$ cat src/rtl/flag_branch_ctrl_pkg.sv
// flag_branch_pkg: shared types and constants for the flag/branch controller.
//   br_type_t : branch condition codes carried on BrType
//   state_t   : controller FSM states
//   FLG_*     : bit positions inside the registered flag vector FlagsQ
package flag_branch_pkg;

  typedef enum logic [2:0] {
    BR_NONE   = 3'b000,
    BR_ALWAYS = 3'b001,
    BR_Z      = 3'b010,
    BR_NZ     = 3'b011,
    BR_GT     = 3'b100,
    BR_LT     = 3'b101,
    BR_C      = 3'b110,
    BR_P      = 3'b111
  } br_type_t;

  typedef enum logic [1:0] {
    IDLE,
    RUN,
    DONE
  } state_t;

  localparam int FLG_Z  = 0;
  localparam int FLG_P  = 1;
  localparam int FLG_C  = 2;
  localparam int FLG_NE = 3;
  localparam int FLG_GT = 4;

endpackage

$ cat src/rtl/flag_branch_ctrl_if.sv
// flag_branch_ctrl_if: ALU/decoder-facing bundle of the flag/branch controller.
//   Control : Start, Stall, Halt
//   Flags   : FlagWe, Zero, Par, SCo, CmpIn[1:0] (bit0 not-equal, bit1 greater)
//   Branch  : BrType[2:0], BrIdx
//   LUT     : LutWe, LutWAddr, LutWData
//   Results : Pc, FlagsQ {CmpIn[1],CmpIn[0],SCo,Par,Zero}, Taken, Done
// master = decoder/ALU side, slave = controller side.
interface flag_branch_ctrl_if #(
  parameter int PC_W  = 10,
  parameter int LUT_W = 5
);
  logic             Start;
  logic             Stall;
  logic             Halt;
  logic             FlagWe;
  logic             Zero;
  logic             Par;
  logic             SCo;
  logic [1:0]       CmpIn;
  logic [2:0]       BrType;
  logic [LUT_W-1:0] BrIdx;
  logic             LutWe;
  logic [LUT_W-1:0] LutWAddr;
  logic [PC_W-1:0]  LutWData;
  logic [PC_W-1:0]  Pc;
  logic [4:0]       FlagsQ;
  logic             Taken;
  logic             Done;

  modport master (
    output Start, Stall, Halt, FlagWe, Zero, Par, SCo, CmpIn,
           BrType, BrIdx, LutWe, LutWAddr, LutWData,
    input  Pc, FlagsQ, Taken, Done
  );

  modport slave (
    input  Start, Stall, Halt, FlagWe, Zero, Par, SCo, CmpIn,
           BrType, BrIdx, LutWe, LutWAddr, LutWData,
    output Pc, FlagsQ, Taken, Done
  );
endinterface

$ cat src/rtl/flag_branch_ctrl_branch_lut.sv
// branch_lut: 2^LUT_W x PC_W branch-target register file.
//   clk, rst_n : clock, async active-low clear of every entry
//   we, waddr, wdata : synchronous write port
//   raddr, rdata     : combinational read port (returns pre-write contents
//                      when the same entry is written in this cycle)
module branch_lut #(
  parameter int PC_W  = 10,
  parameter int LUT_W = 5
) (
  input  logic             clk,
  input  logic             rst_n,
  input  logic             we,
  input  logic [LUT_W-1:0] waddr,
  input  logic [PC_W-1:0]  wdata,
  input  logic [LUT_W-1:0] raddr,
  output logic [PC_W-1:0]  rdata
);
  localparam int unsigned DEPTH = 1 << LUT_W;

  logic [PC_W-1:0] mem [DEPTH];

  always_ff @(posedge clk or negedge rst_n) begin
    if (!rst_n) begin
      for (int unsigned i = 0; i < DEPTH; i++) mem[i] <= '0;
    end else if (we) begin
      mem[waddr] <= wdata;
    end
  end

  assign rdata = mem[raddr];
endmodule

$ cat src/rtl/flag_branch_ctrl.sv
// flag_branch_ctrl: latches ALU status flags and drives the program counter.
//   Clk, Reset_n : clock, async active-low reset
//   bus (slave)  : Start/Stall/Halt control, ALU flags with FlagWe, branch
//                  type/LUT index, LUT write port; outputs Pc, FlagsQ,
//                  Taken (Pc holds a branch target) and Done.
// Branch conditions test the registered flags, so a flag write and a branch
// in the same cycle see the previous flags.
module flag_branch_ctrl
  import flag_branch_pkg::*;
#(
  parameter int PC_W  = 10,
  parameter int LUT_W = 5
) (
  input logic               Clk,
  input logic               Reset_n,
  flag_branch_ctrl_if.slave bus
);
  state_t          state_q, state_d;
  logic [PC_W-1:0] pc_q, pc_d;
  logic [PC_W-1:0] target;
  logic [4:0]      flags_q, flags_d;
  logic            taken_q, taken_d;
  logic            br_cond;
  br_type_t        br_type;

  branch_lut #(.PC_W(PC_W), .LUT_W(LUT_W)) u_lut (
    .clk   (Clk),
    .rst_n (Reset_n),
    .we    (bus.LutWe),
    .waddr (bus.LutWAddr),
    .wdata (bus.LutWData),
    .raddr (bus.BrIdx),
    .rdata (target)
  );

  assign br_type = br_type_t'(bus.BrType);

  always_comb begin
    br_cond = 1'b0;
    case (br_type)
      BR_NONE:   br_cond = 1'b0;
      BR_ALWAYS: br_cond = 1'b1;
      BR_Z:      br_cond = flags_q[FLG_Z];
      BR_NZ:     br_cond = !flags_q[FLG_Z];
      BR_GT:     br_cond = flags_q[FLG_GT] && flags_q[FLG_NE];
      BR_LT:     br_cond = !flags_q[FLG_GT] && flags_q[FLG_NE];
      BR_C:      br_cond = flags_q[FLG_C];
      BR_P:      br_cond = flags_q[FLG_P];
      default:   br_cond = 1'b0;
    endcase
  end

  // Start overrides everything; otherwise only an unstalled RUN cycle moves.
  always_comb begin
    state_d = state_q;
    pc_d    = pc_q;
    flags_d = flags_q;
    taken_d = 1'b0;
    if (bus.Start) begin
      state_d = RUN;
      pc_d    = '0;
    end else if (state_q == RUN && !bus.Stall) begin
      if (bus.FlagWe) flags_d = {bus.CmpIn, bus.SCo, bus.Par, bus.Zero};
      if (bus.Halt) begin
        state_d = DONE;
      end else if (br_cond) begin
        pc_d    = target;
        taken_d = 1'b1;
      end else begin
        pc_d = pc_q + PC_W'(1);
      end
    end
  end

  always_ff @(posedge Clk or negedge Reset_n) begin
    if (!Reset_n) begin
      state_q <= IDLE;
      pc_q    <= '0;
      flags_q <= '0;
      taken_q <= 1'b0;
    end else begin
      state_q <= state_d;
      pc_q    <= pc_d;
      flags_q <= flags_d;
      taken_q <= taken_d;
    end
  end

  assign bus.Pc     = pc_q;
  assign bus.FlagsQ = flags_q;
  assign bus.Taken  = taken_q;
  assign bus.Done   = (state_q == DONE);
endmodule

$ cat src/flat_wrapper.sv
// flat-port wrapper written by rule: the top's interface ports become plain ports
module flag_branch_ctrl_flat import flag_branch_pkg::*;
#(
  parameter int PC_W  = 10,
  parameter int LUT_W = 5
)
  (Clk, Reset_n, bus_Start, bus_Stall, bus_Halt, bus_FlagWe, bus_Zero, bus_Par, bus_SCo, bus_CmpIn, bus_BrType, bus_BrIdx, bus_LutWe, bus_LutWAddr, bus_LutWData, bus_Pc, bus_FlagsQ, bus_Taken, bus_Done);
  flag_branch_ctrl_if #(.PC_W(PC_W), .LUT_W(LUT_W)) bus_i ();
  input logic Clk;
  input logic Reset_n;
  input wire logic [$bits(bus_i.Start)-1:0] bus_Start;
  input wire logic [$bits(bus_i.Stall)-1:0] bus_Stall;
  input wire logic [$bits(bus_i.Halt)-1:0] bus_Halt;
  input wire logic [$bits(bus_i.FlagWe)-1:0] bus_FlagWe;
  input wire logic [$bits(bus_i.Zero)-1:0] bus_Zero;
  input wire logic [$bits(bus_i.Par)-1:0] bus_Par;
  input wire logic [$bits(bus_i.SCo)-1:0] bus_SCo;
  input wire logic [$bits(bus_i.CmpIn)-1:0] bus_CmpIn;
  input wire logic [$bits(bus_i.BrType)-1:0] bus_BrType;
  input wire logic [$bits(bus_i.BrIdx)-1:0] bus_BrIdx;
  input wire logic [$bits(bus_i.LutWe)-1:0] bus_LutWe;
  input wire logic [$bits(bus_i.LutWAddr)-1:0] bus_LutWAddr;
  input wire logic [$bits(bus_i.LutWData)-1:0] bus_LutWData;
  output wire logic [$bits(bus_i.Pc)-1:0] bus_Pc;
  output wire logic [$bits(bus_i.FlagsQ)-1:0] bus_FlagsQ;
  output wire logic [$bits(bus_i.Taken)-1:0] bus_Taken;
  output wire logic [$bits(bus_i.Done)-1:0] bus_Done;
  assign bus_i.Start = bus_Start;
  assign bus_i.Stall = bus_Stall;
  assign bus_i.Halt = bus_Halt;
  assign bus_i.FlagWe = bus_FlagWe;
  assign bus_i.Zero = bus_Zero;
  assign bus_i.Par = bus_Par;
  assign bus_i.SCo = bus_SCo;
  assign bus_i.CmpIn = bus_CmpIn;
  assign bus_i.BrType = bus_BrType;
  assign bus_i.BrIdx = bus_BrIdx;
  assign bus_i.LutWe = bus_LutWe;
  assign bus_i.LutWAddr = bus_LutWAddr;
  assign bus_i.LutWData = bus_LutWData;
  assign bus_Pc = bus_i.Pc;
  assign bus_FlagsQ = bus_i.FlagsQ;
  assign bus_Taken = bus_i.Taken;
  assign bus_Done = bus_i.Done;
  flag_branch_ctrl #(.PC_W(PC_W), .LUT_W(LUT_W)) u_core (.Clk(Clk), .Reset_n(Reset_n), .bus(bus_i));
endmodule
$ cat config.mk
export PLATFORM = sky130hd
export DESIGN_NAME = flag_branch_ctrl_flat
export DESIGN_NICKNAME = d
export VERILOG_FILES = /design/src/rtl/flag_branch_ctrl_pkg.sv /design/src/rtl/flag_branch_ctrl_if.sv /design/src/rtl/flag_branch_ctrl_branch_lut.sv /design/src/rtl/flag_branch_ctrl.sv /design/src/flat_wrapper.sv
export SDC_FILE = /design/constraint.sdc
export NUM_CORES = 1
export LEC_CHECK = 0
export CORE_ASPECT_RATIO = 1.4
export CORE_MARGIN = 3
export CORE_UTILIZATION = 55
export CTS_BUF_LIST = sky130_fd_sc_hd__clkbuf_8 sky130_fd_sc_hd__clkbuf_16
export CTS_CLUSTER_SIZE = 25
export DETAILED_ROUTE_END_ITERATION = 6
export PLACE_DENSITY = 0.75
export SETUP_SLACK_MARGIN = 0.2
export SLEW_MARGIN = 20
export SYNTH_ARGS = -nofsm -noshare
export SYNTH_HDL_FRONTEND = slang
export SYNTH_SLANG_ARGS = --single-unit
$ cat constraint.sdc
create_clock -name Clk -period 2 [get_ports Clk]
set_input_delay 0.3 -clock Clk [delete_from_list [all_inputs] [get_ports Clk]]
set_output_delay 0.3 -clock Clk [all_outputs]
set_load 0.005 [all_outputs]
==> results.ini <==
[outcome]
status=finished clean

[grt]
grt_max_degree=84
grt.total_usage_pct=27.0
grt_pass1_wl_um=63000
antenna_found_initial=0
grt_pass1_vias=10700
grt-ovfl-total=0

[final_layout]
layout.nets=1292
diodes=0
areaGrowthSynthToFinish_pct=22.7
drive_gt1_share_pct=50.1
final_core_util_pct=69.1

[synth]
synthTopCellsByArea=dfrtp_1 54%, mux2_2 24%, mux4_2 7.9%
syn_nets=1118
yosysWarningCount=0
yosys_register_bits=338
synth_area_um2=15700
synth_top_area_share_pct=54.0
synth_top_area_cell=dfrtp_1
syn_area_per_cell_um2=14.5
yosysUniqueCellTypes=49
ys_seq_area_share_pct=54.0
syn_inst=1082

[pwr]
p_int_mw=13.7
switching_share_pct=25.4
combPwrFrac_pct=18.1
p_switching_mw=4.68
power_mw=18.4
power.share.clock_pct=34.0
ir_drop_mv=0.536
p_leak_nw=8.74
power.density_nw_per_um2=958
pwr-share-seq_pct=47.9

[timing]
setup_tns_ns=0
fin_crit_sh_pct=94.6
max-slew-margin-rel_pct=57.4
finalSetupViolations=0
hold_slack_ns=0.277
min_period_ns=1.89
final_max_slew_viol_count=0
finClkSkew_ns=0.00707
setup_slack_ns=0.109
rsz0062_at_grt=yes
hold_viol_final=0
tightest_slew_ns=0.637
fmax_ghz=0.529

[floorplanning]
rows=72
io_pins=52
coreArea_um2=27800
start_util_pct=56.3
die_x_um=149
die_y_um=206
die_area_um2=30600

[cts]
htree_levels=2
cts_buffer_depth=3
clk_latency_ns=0.51
cts_made_buffers=34
root_buffer=clkbuf_16
tritoncts=built
clock_sinks=338
clk_pin_slew_ns=0.06

[job]
maxCapViolCount=0

[drt]
drtPass1Iterations=5
drc=0
drt-initial-drc-count=736
wl_per_cell_um=24.5
routed_wl_um=40400
vias_per_cell=6.15
detail-route-antenna-nets=0
dr_total_vias=10100

[critical_path]
worst-path-max-fanout=2
crit_path_start_kind=flop
critical_path.startpoint=u_core.u_lut.mem[288]
rrSetupSlack_ns=0.11
reg2reg_depth=5
timing.rr.end=u_core.bus.Pc[8]
required_ns=2.40
worstSetupEndpointType=flop
crit_arrival_ns=2.29
crit_type=flop to flop
r2r_start=u_core.u_lut.mem[288]

[placement]
hpwl_um=26800
io_buffer_count=51
globalplace.congestion=0.874
pre_cts_ws_ns=-0.397

[worst_hold_path]
hold_path.class=input pin to async pin

==> layer usage <==
layer / vias to the layer above / GRT usage (%) / part of all wire (%)
met5: - / 0 / 0
met4: 0 / 8.88 / 3.2
met3: 81 / 3.59 / 4.3
met2: 278 / 48.2 / 53
met1: 5420 / 34.0 / 39
li1: 4367 / - / -
==> synthesized netlist by cell type, drive strengths merged <==
cell type    n
or3b         1
buf         22
nor2        33
mux2       327
o211ai       1
o2111ai      8
o311ai       2
dfrtp      338
or4          1
o221ai       6
nand2b       2
nor3         8
xor2         4
o21ai        9
a22oi        8
nor2b       12
a2bb2oi      3
a41oi        1
o22ai        1
a21oi        8
inv          5
mux4        61
a32oi        1
or3          1
and3         5
nand4       11
clkbuf      47
mux2i       44
nand2       63
o31ai        1
ha           1
nand3b       5
a2111o       1
a221o        1
or2          3
a211o        2
a211oi       2
nand3       18
nor3b        8
a21o         1
a31oi        3
a2111oi      1
and2         1
a22o         1
==> cell usage in the layout, fill, tap and decap left out, drive strengths merged, types with 3 or more instances in the layout <==
cell type,n
nand3b,5
o2111ai,8
o221ai,6
clkbuf,44
nand4,11
dlygate4sd2,3
o21ai,9
a31oi,3
nor3b,8
inv,13
nand3,18
mux2i,44
xor2,4
a22oi,8
nand2,63
nor2b,12
and3,5
buf,159
a2bb2oi,3
clkinv,6
a21oi,8
nor3,8
nor2,33
or2,3
clkdlybuf4s50,44
mux2,327
dfrtp,338
mux4,61
==> how the worst max path moves through the flow <==
| stage | cells past startpoint | endpoint | slack (ns) |
|---|---|---|---|
| 2_1_floorplan | 6 | u_core.bus.Pc[8] | 0.11 |
| 3_3_place_gp | 9 | u_core.bus.Pc[5] | -0.34 |
| 3_5_place_dp | 9 | u_core.bus.Pc[5] | -0.40 |
| 4_1_cts | 5 | u_core.bus.Pc[8] | 0.11 |
| 5_1_grt | 6 | u_core.bus.Pc[8] | 0.06 |
| 6_report | 5 | u_core.bus.Pc[8] | 0.11 |
==> kinds of logic (layout without fill, tap and decap cells) <==
| logic type | count (synthesis) | in the layout | share of synthesized area [%] |
|---|---|---|---|
| compound gates | 61 | 61 | 2.90 |
| xor+xnor | 4 | 4 | 0.224 |
| fa+ha+maj | 1 | 1 | 0.0799 |
| buf+inv | 74 | 271 | 2.12 |
| flops | 338 | 338 | 54.0 |
| mux | 432 | 432 | 35.2 |
| simple gates | 172 | 172 | 5.45 |
==> worst max-delay path: stages, from the launching register on <==
cell,delay (ns)
dfrtp_1,0.38
mux4_2,0.51
a22o_4,0.28
a2111oi_4,0.26
a211oi_2,0.06
a2111o_1,0.28
==> power by group through the flow <==
stage	combinational [mW]	sequential, mW	clock, mW
finish	3.33	8.83	6.27
detailed placement	3.23	8.91	0
floorplan	2.18	8.67	0
global placement	3.12	8.82	0
global route	3.57	8.96	6.63
CTS	3.29	8.81	6.36
==> sequential cells by signal, summed over array words and instances (netlist names) <==
register / flops
u_core.u_lut.mem: 320
u_core.bus.Pc: 10
u_core.bus.FlagsQ: 5
u_core.state_q: 2
u_core.bus.Taken: 1
==> cell type report <==
cell class	count	area, um^2
clock buffers	44	1000
clock inverters	15	95.1
fillers	1805	8610
inverters	5	18.8
multi-input cells	670	7010
flip-flops and latches	338	8460
well taps	370	463
repair buffers	207	2170
==> per-stage QoR <==
stage               area [um^2]  std cells
finish                    19200       1649
global route              19200       1649
CTS                       19100       1644
detailed placement        17900       1579
global placement          17900       1579
floorplan                 15700       1082
==> what timing repair did <==
item                                   in CTS  in global routing
setup endpoints to repair                  16                 14
buffers inserted                            5                  5
hold buffers                                1                  0
resized for setup                          21                 26
pin swaps                                   5                  4
endpoints found under the hold margin      40                  0
No activity file was read; power rests on OpenSTA's default activity.
